===== src/rtl/ftsr_dup_queue.sv =====
`default_nettype none
// ============================================================================
// Module  : ftsr_dup_queue
// Brief   : Fetch-side instruction FIFO that issues redundancy-eligible entries
//           twice (primary, then shadow). Duplication is enabled by defining
//           the macro FTSR_DUP_QUEUE_EN; otherwise it is a plain FIFO.
// Revision: 1.0 - initial release
// ============================================================================

package config_pkg;
    typedef struct packed {
        int unsigned VLEN;
    } cva6_cfg_t;

    localparam cva6_cfg_t cva6_cfg_empty = '{VLEN: 32};
endpackage

module ftsr_dup_queue #(
    parameter config_pkg::cva6_cfg_t CVA6Cfg = config_pkg::cva6_cfg_empty,
    parameter int unsigned            DEPTH   = 4
) (
    input  logic                    clk_i,
    input  logic                    rst_i,
    input  logic                    flush_i,
    input  logic                    valid_i,
    output logic                    ready_o,
    input  logic [31:0]             instr_i,
    input  logic [CVA6Cfg.VLEN-1:0] addr_i,
    input  logic                    redundant_i,
    output logic                    valid_o,
    input  logic                    ready_i,
    output logic [31:0]             instr_o,
    output logic [CVA6Cfg.VLEN-1:0] addr_o,
    output logic                    redundant_o,
    output logic                    copy_o
);

    localparam int unsigned      PTR_W      = $clog2(DEPTH);
    localparam int unsigned      CNT_W      = PTR_W + 1;
    localparam logic [CNT_W-1:0] FULL_COUNT = CNT_W'(DEPTH);

    logic [31:0]             instr_q [DEPTH];
    logic [CVA6Cfg.VLEN-1:0] addr_q  [DEPTH];
    logic [DEPTH-1:0]        red_q;

    logic [PTR_W-1:0] wr_ptr_q, wr_ptr_d;
    logic [PTR_W-1:0] rd_ptr_q, rd_ptr_d;
    logic [CNT_W-1:0] count_q, count_d;

    logic push;
    logic pop;
    logic handshake;

    // Full is judged on the current count only: no pop-then-push bypass.
    assign ready_o     = (count_q != FULL_COUNT);
    assign valid_o     = (count_q != '0);
    assign instr_o     = instr_q[rd_ptr_q];
    assign addr_o      = addr_q[rd_ptr_q];
    assign redundant_o = red_q[rd_ptr_q];

    assign push      = valid_i & ready_o & ~flush_i;
    assign handshake = valid_o & ready_i;

`ifdef FTSR_DUP_QUEUE_EN
    typedef enum logic [0:0] {
        PRIMARY = 1'b0,
        SHADOW  = 1'b1
    } state_e;

    state_e shadow_q, shadow_d;

    // A redundant head is held for a second (shadow) handshake before popping.
    always_comb begin
        shadow_d = shadow_q;
        pop      = 1'b0;
        if (flush_i) begin
            shadow_d = PRIMARY;
        end else if (handshake) begin
            if ((shadow_q == PRIMARY) && redundant_o) begin
                shadow_d = SHADOW;
            end else begin
                pop      = 1'b1;
                shadow_d = PRIMARY;
            end
        end
    end

    always_ff @(posedge clk_i or posedge rst_i) begin
        if (rst_i) begin
            shadow_q <= PRIMARY;
        end else begin
            shadow_q <= shadow_d;
        end
    end

    assign copy_o = (shadow_q == SHADOW);
`else
    assign pop    = handshake & ~flush_i;
    assign copy_o = 1'b0;
`endif

    always_comb begin
        wr_ptr_d = wr_ptr_q;
        rd_ptr_d = rd_ptr_q;
        count_d  = count_q;
        if (flush_i) begin
            wr_ptr_d = '0;
            rd_ptr_d = '0;
            count_d  = '0;
        end else begin
            if (push) begin
                wr_ptr_d = wr_ptr_q + PTR_W'(1);
            end
            if (pop) begin
                rd_ptr_d = rd_ptr_q + PTR_W'(1);
            end
            if (push && !pop) begin
                count_d = count_q + CNT_W'(1);
            end else if (!push && pop) begin
                count_d = count_q - CNT_W'(1);
            end
        end
    end

    always_ff @(posedge clk_i or posedge rst_i) begin
        if (rst_i) begin
            wr_ptr_q <= '0;
            rd_ptr_q <= '0;
            count_q  <= '0;
        end else begin
            wr_ptr_q <= wr_ptr_d;
            rd_ptr_q <= rd_ptr_d;
            count_q  <= count_d;
        end
    end

    // Payload storage carries no reset; validity comes from count_q.
    always_ff @(posedge clk_i) begin
        if (push) begin
            instr_q[wr_ptr_q] <= instr_i;
            addr_q[wr_ptr_q]  <= addr_i;
            red_q[wr_ptr_q]   <= redundant_i;
        end
    end

endmodule

`default_nettype wire


===== config.mk =====
export PLATFORM = sky130hd
export DESIGN_NAME = ftsr_dup_queue
export DESIGN_NICKNAME = d
export VERILOG_FILES = /design/src/rtl/ftsr_dup_queue.sv
export SDC_FILE = /design/constraint.sdc
export NUM_CORES = 1
export LEC_CHECK = 0
export CORE_ASPECT_RATIO = 0.7
export CORE_MARGIN = 2
export CORE_UTILIZATION = 58
export DETAILED_ROUTE_END_ITERATION = 16
export GPL_TIMING_DRIVEN = 0
export PLACE_DENSITY_LB_ADDON = 0.05
export SLEW_MARGIN = 10
export SYNTH_ARGS = -nofsm -noshare
export SYNTH_HDL_FRONTEND = slang
export SYNTH_SLANG_ARGS = --single-unit

===== constraint.sdc =====
create_clock -name clk_i -period 8.4 [get_ports clk_i]
set_input_delay 0.84 -clock clk_i [delete_from_list [all_inputs] [get_ports clk_i]]
set_output_delay 0.84 -clock clk_i [all_outputs]
set_load 0.02 [all_outputs]

==> results.txt <==
138 I/O pins were placed. The die is 114 um tall. Setup repair after global routing left no endpoint under its margin. The slew at the pin with the worst max-slew slack is 703 ps.

The total number of placement rows is 40. The maximum number of pins on one net before global-route repair is 46. The final core utilization came out at 0.732. After synthesis, the share of cell area in mux cells is 0.148. IR analysis of the VDD net gives a maximum drop of 0.174 mV.

The total buffers and inverters traversed by the critical path came out at 2. Counting the fill cells in the layout gives 993. The wire length per cell is 21.0 um. In this run the tool buffered the top-level ports with 134 buffer cells. The area inside the core boundary came out at 17,000 um^2. The total via count in the routed design is 4,587. Data on the critical path is required at its endpoint by 7560 ps. Static timing analysis puts the maximum clock frequency at 309 MHz. The worst setup margin is 5160 ps.

The initial antenna violation count was 0. The clock sink total is 267. The total nets after synthesis is 483. The final layout contains routed wiring with a total length of 17.3 mm.

The post-place setup slack is 5380 ps. The number of antenna cells inserted came out at 0. The class of the tightest hold or removal check is input pin to asynchronous set/reset pin. Synthesis produced a netlist whose cell count is 408.

The total DRC errors in the routed layout came out at 0. Summing every instance area after synthesis gives 9990 um^2. On the critical path, the stage with the largest delay is an instance of clkdlybuf4s50_1. The total overflow left after global routing is 0. The largest family of logic cells by synthesized area is multiplexers. The tree is rooted in a clkbuf_16. From left edge to right edge, the die measures 161 um.

Data on the critical path arrives at its endpoint at 2400 ps. Across all hold checks on the routed design, the worst slack comes to 606 ps. The total power came out at 3.30 mW. In the global route stage, overall resource usage came out at 0.190.

Counting flops and latches in the post-synthesis netlist gives 267. The power density over the cells came out at 265 nW/um^2. The post-synthesis compound-gate area fraction came out at 0.0109.

The setup clock skew after layout is 11.2 ps. The count of unique library cells instantiated by Yosys came out at 34. Buffers inserted during clock tree synthesis total 25.

The nature of the critical path startpoint is a register. Dividing the detail-routed via count by the number of cells gives 5.57. The max-slew violation total from the final report was 0.

The detailed router's first-iteration violation count came out at 374. The total die area came out at 18,300 um^2. The number of global-route vias before repair is 4,671. TritonCTS built the clock tree.

The number of warning messages in the yosys log came out at 0. The worst-skew pair later-pin latency came out at 510 ps. In the final design database the tool counted 648 nets. The initial standard-cell utilization of the core is 0.587. The simple-gate area share of the yosys netlist came out at 0.0114. The summed negative setup slack over all endpoints is 0 ps.

The count of final hold-check violations came out at 0. The longest individual stage delay on the worst path came out at 560 ps. Of the total synthesized cell area, the portion taken by XOR and XNOR cells is 0.00263.

Buffers added to address setup during post-CTS repair amount to 0. The number of endpoints failing setup at the final stage came out at 0. After clock tree synthesis, the clock-pin slew on the worst setup and hold paths is 60 ps. The total leakage power is 3.99 nW. The critical path class is register to primary output. The worst path needs 3240 ps of the cycle, external delays included. Including well taps, the total number of placed cells is 777.

The final estimated routing congestion in global placement is 0.799. The synthesized-area fraction occupied by adder cells came out at 0.00701. Walking the worst path, the cells encountered are clkbuf_1, mux4_2, clkdlybuf4s50_1. The number of nets with antenna violations after detailed routing came out at 0. The post-DP HPWL is 10.6 mm. The maximum level of the CTS H-tree is 1. The biggest fanout along the worst timing path is 10. The post-route fraction of the period consumed by the critical path is 0.385. Once the clock tree was built, the resizer swapped 0 gates to a different size.

The mean area per synthesized cell is 24.5 um^2. Of the cells placed in the final design, the portion with a size suffix greater than 1 is 0.213. The placement-stage cell area is 11,700 um^2. Max-cap violations in this run came to 0.

After routing the design area is 12,500 um^2. The flow ran to the end, and the final reports show no timing, DRC or antenna violations. STA classifies the critical path endpoint as a primary output. The non-filler instance count after layout is 823.

Headroom to the max-slew limit came out at 0.531. The kind of cell with the highest combined delay along the critical path is buffers and inverters. The hold buffer count at cts came out at 0. The number of search-and-repair iterations in the first detailed-routing pass came out at 4. The number of buffers on the longest clock path is 3. The layout overhead on the synthesized area came out at 24.7%.

The share of the Yosys chip area taken by registers is 0.799. The wire length of the first global-routing pass is 26.0 mm.
[cells in the mapped netlist (all sizes together)]
library cell | instances | share of area
o2111ai | 2 | 0.0018
or4 | 1 | 0.00075
conb | 1 | 0.00038
nor3 | 1 | 0.00050
nand2 | 2 | 0.00075
a211o | 1 | 0.00088
mux4 | 65 | 0.15
or2 | 1 | 0.00063
nand2b | 1 | 0.00063
nor3b | 1 | 0.00075
mux2 | 1 | 0.0011
ha | 4 | 0.0050
xnor2 | 1 | 0.00088
nand3 | 4 | 0.0020
o21ai | 2 | 0.0010
o311ai | 2 | 0.0018
edfxtp | 260 | 0.78
and2 | 5 | 0.0031
nand3b | 1 | 0.00075
a211oi | 1 | 0.00075
xor2 | 2 | 0.0018
o31ai | 1 | 0.00075
clkbuf | 3 | 0.0011
dfrtp | 7 | 0.018
inv | 9 | 0.0034
nor2 | 4 | 0.0015
fa | 1 | 0.0020
buf | 18 | 0.017
o22a | 2 | 0.0018
a21oi | 3 | 0.0015
o211ai | 1 | 0.00075
[layout by cell type, fill, tap and decap left out, types with 5 or more instances in the layout]
cell type / instances
edfxtp_1: 260
dfrtp_1: 7
clkdlybuf4s50_1: 134
buf_2: 8
inv_1: 9
clkbuf_1: 9
clkbuf_16: 25
clkinv_2: 7
buf_4: 5
clkinv_1: 7
mux4_2: 65
[state kept, by name, summed over array words and instances (netlist names)]
signal    flops
addr_q      128
count_q       3
instr_q     128
rd_ptr_q      2
red_q         4
wr_ptr_q      2
[final timing paths]
check	startpoint	endpoint	slack (ps)	cells past startpoint
worst max-delay path	rd_ptr_q[1]	addr_o[26]	5160	3
worst min-delay path	rst_i	count_q[2]	610	2
worst max register to register	count_q[1]	count_q[2]	5930	7
worst min register to register	wr_ptr_q[0]	wr_ptr_q[0]	610	2
max in group asynchronous	rst_i	rd_ptr_q[0]	7510	2
min in group clk_i	wr_ptr_q[0]	wr_ptr_q[0]	610	2
[kinds of logic (layout without fill, tap and decap cells)]
kind of cell,after synthesis,after routing
DFF,267,267
muxes,66,66
buffers and inverters,30,214
and+or+nand+nor,21,21
AOI/OAI and AO/OA,15,15
adders and majority gates,5,5
xor gates and xnor gates,3,3
other,1,1
[worst reg2reg max path: stages, from the launching register on]
cell and delay, ps:
dfrtp_1 370, buf_2 170, nor3b_1 370, nor3_1 180, and2_1 210, fa_1 430
or4_1 490, o311ai_0 120
[routing by layer]
layer	vias up	share of wire	track usage	wire length, um
met3	21	0.062	0.0422	1060
met2	154	0.50	0.316	8660
li1	2065	-	-	-
met1	2347	0.42	0.267	7280
met5	-	0	0	0
met4	0	0.014	0.0399	243
[area by class of cell]
class / instances / area (um^2) / area share
buffer: 21 / 180 / 0.0145
clock buffer: 31 / 648 / 0.0520
clock inverter: 15 / 70.1 / 0.00562
inverter: 9 / 33.8 / 0.00271
multi-input combinational: 111 / 1810 / 0.145
sequential: 267 / 7980 / 0.640
tap: 231 / 289 / 0.0232
timing repair buffer: 138 / 1450 / 0.116
[power by group]
group          internal [mW]  total (mW)  switching (mW)
combinational          0.405       0.772           0.367
clock                  0.547       0.989           0.442
sequential              1.52        1.54          0.0163
total                   2.48        3.30           0.826
Power figures use the tool's default switching activity.
